### src/rtl/dcache_pkg.sv
// Shared types and constants for the MEM-stage L1 data cache.
package dcache_pkg;

  typedef enum logic [1:0] {
    IDLE      = 2'd0,
    WRITEBACK = 2'd1,
    ALLOCATE  = 2'd2
  } state_e;

  localparam int WORDS_PER_LINE = 4;
  localparam int BLOCK_W        = 128;
  localparam int ADDR_W         = 30;
  localparam int MEM_ADDR_W     = 28;

endpackage

### src/rtl/dcache_line_array.sv
// Valid/dirty/tag/data storage for the direct-mapped data cache.
// One combinational read port, one word-write port (sets dirty) and one
// block-fill port (sets valid, loads tag, clears dirty). Only valid and dirty
// are cleared by reset; tag and data contents are left as they are.
module dcache_line_array
  import dcache_pkg::*;
#(
  parameter int NUM_LINES = 8,
  parameter int TAG_W     = 25,
  parameter int IDX_W     = $clog2(NUM_LINES)
) (
  input  logic               clk,
  input  logic               rst_n,
  input  logic [IDX_W-1:0]   rd_idx,
  output logic               rd_valid,
  output logic               rd_dirty,
  output logic [TAG_W-1:0]   rd_tag,
  output logic [BLOCK_W-1:0] rd_data,
  input  logic               wr_en,
  input  logic [IDX_W-1:0]   wr_idx,
  input  logic [1:0]         wr_off,
  input  logic [31:0]        wr_word,
  input  logic               fill_en,
  input  logic [IDX_W-1:0]   fill_idx,
  input  logic [TAG_W-1:0]   fill_tag,
  input  logic [BLOCK_W-1:0] fill_data
);

  logic [NUM_LINES-1:0] valid_q, valid_d;
  logic [NUM_LINES-1:0] dirty_q, dirty_d;
  logic [TAG_W-1:0]     tag_q  [NUM_LINES];
  logic [TAG_W-1:0]     tag_d  [NUM_LINES];
  logic [BLOCK_W-1:0]   data_q [NUM_LINES];
  logic [BLOCK_W-1:0]   data_d [NUM_LINES];

  // Read port: purely combinational so hits complete in the request cycle.
  always_comb begin
    rd_valid = valid_q[rd_idx];
    rd_dirty = dirty_q[rd_idx];
    rd_tag   = tag_q[rd_idx];
    rd_data  = data_q[rd_idx];
  end

  // Next-state of the storage: word store marks the line dirty, block fill
  // installs a clean valid line.
  always_comb begin
    valid_d = valid_q;
    dirty_d = dirty_q;
    tag_d   = tag_q;
    data_d  = data_q;
    if (wr_en) begin
      data_d[wr_idx][{wr_off, 5'd0} +: 32] = wr_word;
      dirty_d[wr_idx] = 1'b1;
    end
    if (fill_en) begin
      data_d[fill_idx]  = fill_data;
      tag_d[fill_idx]   = fill_tag;
      valid_d[fill_idx] = 1'b1;
      dirty_d[fill_idx] = 1'b0;
    end
  end

  // Status bits reset synchronously; the line contents do not.
  always_ff @(posedge clk) begin
    if (!rst_n) begin
      valid_q <= '0;
      dirty_q <= '0;
    end else begin
      valid_q <= valid_d;
      dirty_q <= dirty_d;
    end
  end

  // Tag and data arrays are plain storage without reset.
  always_ff @(posedge clk) begin
    tag_q  <= tag_d;
    data_q <= data_d;
  end

endmodule

### src/rtl/mem_dcache.sv
// L1 data cache controller: direct-mapped, write-back, write-allocate.
// Holds the miss FSM and the registered block-memory request outputs.
//
// state     | meaning
// ----------+---------------------------------------------------------
// IDLE      | serve hits combinationally; launch writeback or fetch on miss
// WRITEBACK | dirty victim on mem_wdata, waiting for mem_ready
// ALLOCATE  | block fetch outstanding, waiting for mem_ready to fill line
module mem_dcache
  import dcache_pkg::*;
#(
  parameter int NUM_LINES = 8,
  parameter int TAG_W     = 25
) (
  input  logic                  clk,
  input  logic                  rst_n,
  input  logic                  proc_read,
  input  logic                  proc_write,
  input  logic [ADDR_W-1:0]     proc_addr,
  input  logic [31:0]           proc_wdata,
  output logic [31:0]           proc_rdata,
  output logic                  proc_stall,
  output logic                  mem_read,
  output logic                  mem_write,
  output logic [MEM_ADDR_W-1:0] mem_addr,
  output logic [BLOCK_W-1:0]    mem_wdata,
  input  logic [BLOCK_W-1:0]    mem_rdata,
  input  logic                  mem_ready
);

  localparam int IDX_W = $clog2(NUM_LINES);

  state_e                state_q, state_d;
  logic                  mem_read_q, mem_read_d;
  logic                  mem_write_q, mem_write_d;
  logic [MEM_ADDR_W-1:0] mem_addr_q, mem_addr_d;
  logic [BLOCK_W-1:0]    mem_wdata_q, mem_wdata_d;

  logic [1:0]         req_off;
  logic [IDX_W-1:0]   req_idx;
  logic [TAG_W-1:0]   req_tag;
  logic               line_valid, line_dirty, hit, req;
  logic [TAG_W-1:0]   line_tag;
  logic [BLOCK_W-1:0] line_data;
  logic               wr_en, fill_en;

  assign req_off = proc_addr[1:0];
  assign req_idx = proc_addr[1+IDX_W:2];
  assign req_tag = proc_addr[ADDR_W-1:2+IDX_W];

  dcache_line_array #(
    .NUM_LINES (NUM_LINES),
    .TAG_W     (TAG_W),
    .IDX_W     (IDX_W)
  ) u_lines (
    .clk       (clk),
    .rst_n     (rst_n),
    .rd_idx    (req_idx),
    .rd_valid  (line_valid),
    .rd_dirty  (line_dirty),
    .rd_tag    (line_tag),
    .rd_data   (line_data),
    .wr_en     (wr_en),
    .wr_idx    (req_idx),
    .wr_off    (req_off),
    .wr_word   (proc_wdata),
    .fill_en   (fill_en),
    .fill_idx  (req_idx),
    .fill_tag  (req_tag),
    .fill_data (mem_rdata)
  );

  // Hit detection, load data select, stall and storage write strobes.
  // A store wins over a load, and nothing is written while reset is held.
  always_comb begin
    req        = proc_read | proc_write;
    hit        = line_valid && (line_tag == req_tag);
    proc_rdata = line_data[{req_off, 5'd0} +: 32];
    wr_en      = rst_n && (state_q == IDLE) && proc_write && hit;
    fill_en    = rst_n && (state_q == ALLOCATE) && mem_ready;
    if (!rst_n)
      proc_stall = 1'b0;
    else if (state_q == IDLE)
      proc_stall = req && !hit;
    else
      proc_stall = 1'b1;
  end

  // Miss sequencing: next state and next memory-request register values.
  always_comb begin
    state_d     = state_q;
    mem_read_d  = mem_read_q;
    mem_write_d = mem_write_q;
    mem_addr_d  = mem_addr_q;
    mem_wdata_d = mem_wdata_q;
    case (state_q)
      IDLE: begin
        if (req && !hit) begin
          if (line_valid && line_dirty) begin
            state_d     = WRITEBACK;
            mem_write_d = 1'b1;
            mem_addr_d  = {line_tag, req_idx};
            mem_wdata_d = line_data;
          end else begin
            state_d    = ALLOCATE;
            mem_read_d = 1'b1;
            mem_addr_d = proc_addr[ADDR_W-1:2];
          end
        end
      end
      WRITEBACK: begin
        if (mem_ready) begin
          state_d     = ALLOCATE;
          mem_write_d = 1'b0;
          mem_read_d  = 1'b1;
          mem_addr_d  = proc_addr[ADDR_W-1:2];
        end
      end
      ALLOCATE: begin
        if (mem_ready) begin
          state_d    = IDLE;
          mem_read_d = 1'b0;
        end
      end
      default: state_d = IDLE;
    endcase
  end

  // FSM state and registered memory-side outputs; reset abandons any miss.
  always_ff @(posedge clk) begin
    if (!rst_n) begin
      state_q     <= IDLE;
      mem_read_q  <= 1'b0;
      mem_write_q <= 1'b0;
      mem_addr_q  <= '0;
      mem_wdata_q <= '0;
    end else begin
      state_q     <= state_d;
      mem_read_q  <= mem_read_d;
      mem_write_q <= mem_write_d;
      mem_addr_q  <= mem_addr_d;
      mem_wdata_q <= mem_wdata_d;
    end
  end

  assign mem_read  = mem_read_q;
  assign mem_write = mem_write_q;
  assign mem_addr  = mem_addr_q;
  assign mem_wdata = mem_wdata_q;

endmodule

### config.mk
export PLATFORM = sky130hd
export DESIGN_NAME = mem_dcache
export DESIGN_NICKNAME = d
export VERILOG_FILES = /design/src/rtl/dcache_pkg.sv /design/src/rtl/dcache_line_array.sv /design/src/rtl/mem_dcache.sv
export SDC_FILE = /design/constraint.sdc
export NUM_CORES = 2
export LEC_CHECK = 0
export ABC_AREA = 1
export BUFFER_PORTS_ARGS = -buffer_cell sky130_fd_sc_hd__buf_2
export CAP_MARGIN = 10
export CORE_MARGIN = 8
export CORE_UTILIZATION = 35
export DETAILED_ROUTE_END_ITERATION = 16
export PLACE_DENSITY_LB_ADDON = 0.1
export SYNTH_ARGS = -nofsm -noshare
export SYNTH_HDL_FRONTEND = slang
export SYNTH_HIERARCHICAL = 1
export SYNTH_SLANG_ARGS = --single-unit
### constraint.sdc
create_clock -name clk -period 8.19 [get_ports clk]
set_input_delay 0.4095 -clock clk [delete_from_list [all_inputs] [get_ports clk]]
set_output_delay 0.4095 -clock clk [all_outputs]
set_load 0.02 [all_outputs]
==> qor.txt <==
Slew @ Worst Pin -> 1.36 ns
Pleak -> 42.9 nW
Filler cells -> 22.3k
clk_skew -> 0.0425 ns
DP HPWL -> 210 mm
Fmax achieved -> 173 MHz
Post-CTS Resized -> 0
PD cells -> 253 mW/mm^2
Comb pwr share -> 22.3%
peak supply drop -> 0.238 mV
Layout area overhead -> 14.1%
Net Sw Power -> 6.79 mW
Fin. Hold Viols -> 0
Pint -> 14.5 mW
max_cap viols -> 0
Seq/Total Area, Yosys -> 40.8%
initial cell density of the core -> 35.2%
max-slew violation count -> 0
Max H-tree Level -> 4
syn nets -> 12.1k
Final nets -> 12.0k
relative max-transition margin -> 9.07%
total negative slack -> 0 ns
critical path's largest stage delay -> 0.87 ns
layout cells sized above 1 -> 7.08%
Reg-to-Reg Start -> state_q[1]$_SDFFE_PN0P_
commonest non-fill, non-tap cell in the layout -> nand2_1
critical-path cell list -> buf_8 > buf_4 > buf_12 > buf_4 > o21ai_0 > nand2_1 > nand2_1 > nand2_1 > o21ai_0 > o22ai_1 > buf_2
Seq pwr share -> 42.0%
gpl congestion -> 0.996
Port Buf Inserts -> 385
antenna violations before repair -> 54
Critical-path top delay cell -> buf_4
Hold Path Origin -> rst_n
via count -> 77.9k
Mapped Area -> 0.0735 mm^2
largest net degree at the start of global routing -> 177
Clock Path Buffers -> 3
DIE AREA -> 0.225 mm^2
most frequent cells in the layout -> nand2_1, inv_1, dfxtp_1
Crit path arrival time -> 5.37 ns
Iteration-0 DRC Markers -> 7,777
Hold WC Path Type -> input pin to flop
first-pass GRT wire length -> 507 mm
# DRC -> 0
final setup vio count -> 0
Num Clock Sinks -> 1,400
crit-path most repeated cell -> nand2_1
Avg Cell Area, Syn -> 6.19 um^2
router iterations before antenna repair -> 7
DR WL/cell -> 24.2 um
# IOs -> 386
vias per std cell -> 5.27
Worst setup startpoint -> proc_addr[2]
crit path max fanout -> 176
Reg clk slew, reported paths -> 0.06 ns
Design Power -> 21.3 mW
global route total overflow -> 0
#FFs+latches synth -> 1,400
share of the synthesized area in the top cell type -> 32.7%
element type at the critical path end -> output pin
switching share of power -> 31.9%
CTS tree -> done
Num CTS Buffers -> 171
Fin Hold WS -> 0.127 ns
Clk pwr share -> 35.7%
Antenna Nets Post-Route -> 0
core footprint -> 0.209 mm^2
Ys Warns -> 6
drt total wl -> 357 mm
Final period util -> 70.5%
Std-Cell Rows -> 168
Critical Path RT -> 7.78 ns
Worst-Skew Late Latency -> 0.88 ns
Die X -> 474 um
WS Path Type -> input pin to output pin
root buffer cell -> clkbuf_16
count of cell types in the netlist -> 35
Cells after Synth -> 11.9k
Placement Cell Area -> 0.0769 mm^2
Final min period -> 5.78 ns
top cells by area, synth -> dfxtp_1, nand2_1, edfxtp_1
Synth area leader -> dfxtp_1
design area -> 0.0839 mm^2
vias in the first global route -> 71.2k
GRT Util Overall -> 30.3%
status -> finished clean
CP Launch Type -> input pin
RSZ-0062 raised after global routing -> no
die height -> 474 um
## through the flow
stage,cells,worst slack (ns),utilization [%]
after floorplan,11872,4.65,-
after global placement,14299,2.03,36.8
after detailed placement,14299,1.99,36.8
after CTS,14753,2.63,40.1
after global routing,14762,2.31,40.1
final,14780,2.41,40.1
## logic make-up after synthesis
group | Yosys count | share of synthesized area [%]
AOI/OAI and AO/OA | 1310 | 9.87
adders and majority gates | 5 | 0.0851
buffers and inverters | 2217 | 11.7
DFF | 1400 | 40.8
and+or+nand+nor | 6940 | 37.5
## worst max-delay path: cells and delay by family
kind / cells / cell delay, ns
buffers and inverters: 5 / 2.81
AO/OA/AOI/OAI: 3 / 1.04
AND/OR/NAND/NOR: 3 / 0.65
## power by group through the flow
stage / clock network (mW) / registers, mW / logic (mW)
6_report: 7.59 / 8.93 / 4.75
5_1_grt: 7.97 / 9.07 / 5.38
4_1_cts: 7.70 / 8.93 / 4.67
3_5_place_dp: 0 / 9.07 / 4.56
3_3_place_gp: 0 / 9.04 / 4.45
2_1_floorplan: 0 / 9.00 / 3.31
## path summary, 6_finish.rpt
kind / cells past startpoint / end / slack, ns
min reg2reg: 2 / mem_wdata[119]$_SDFFE_PN0P_ / 0.44
min: 3 / mem_addr[1]$_SDFFE_PN0P_ / 0.13
max reg2reg: 9 / u_lines/data_q[840]$_DFF_P_ / 3.01
max: 11 / proc_rdata[21] / 2.41
## what timing repair did
action	CTS	global route
hold buffers	154	0
setup buffers	0	0
hold endpoints to repair	1226	0
## synthesized netlist by cell type, drive strengths merged
cell	number
a2111oi	1
a21oi	401
buf	296
clkbuf	597
clkinv	5
dfxtp	1200
edfxtp	200
ha	5
inv	1319
nand2	5375
nand3	1154
nand3b	3
nand4	6
nor2	387
nor3	13
o2111ai	2
o211ai	258
o21a	1
o21ai	615
o22ai	32
or2	2
## routing by layer
layer | track usage [%] | vias up | routed length [um]
met5 | 0 | - | 218
met4 | 19.0 | 28 | 26100
met3 | 6.46 | 941 | 32300
met2 | 46.6 | 3745 | 154000
met1 | 38.6 | 36505 | 145000
li1 | - | 36644 | -
## registers in the layout (all words and copies together) (netlist names)
signal	count
mem_read	1
mem_write	1
mem_addr	28
u_lines/tag_q	200
u_lines/dirty_q	8
mem_wdata	128
state_q	2
u_lines/data_q	1024
u_lines/valid_q	8
## area by class of cell
class	count	area (um^2)	share of cell area, %
repair buffers	669	4630	5.51
clock buffers	265	5130	6.11
inverters	1324	5020	5.99
diodes	27	67.6	0.0805
multi-input cells	8255	35200	42.0
clock inverters	35	312	0.371
flip-flops and latches	1400	30000	35.8
well taps	2805	3510	4.18
No activity file was read; power rests on OpenSTA's default activity.
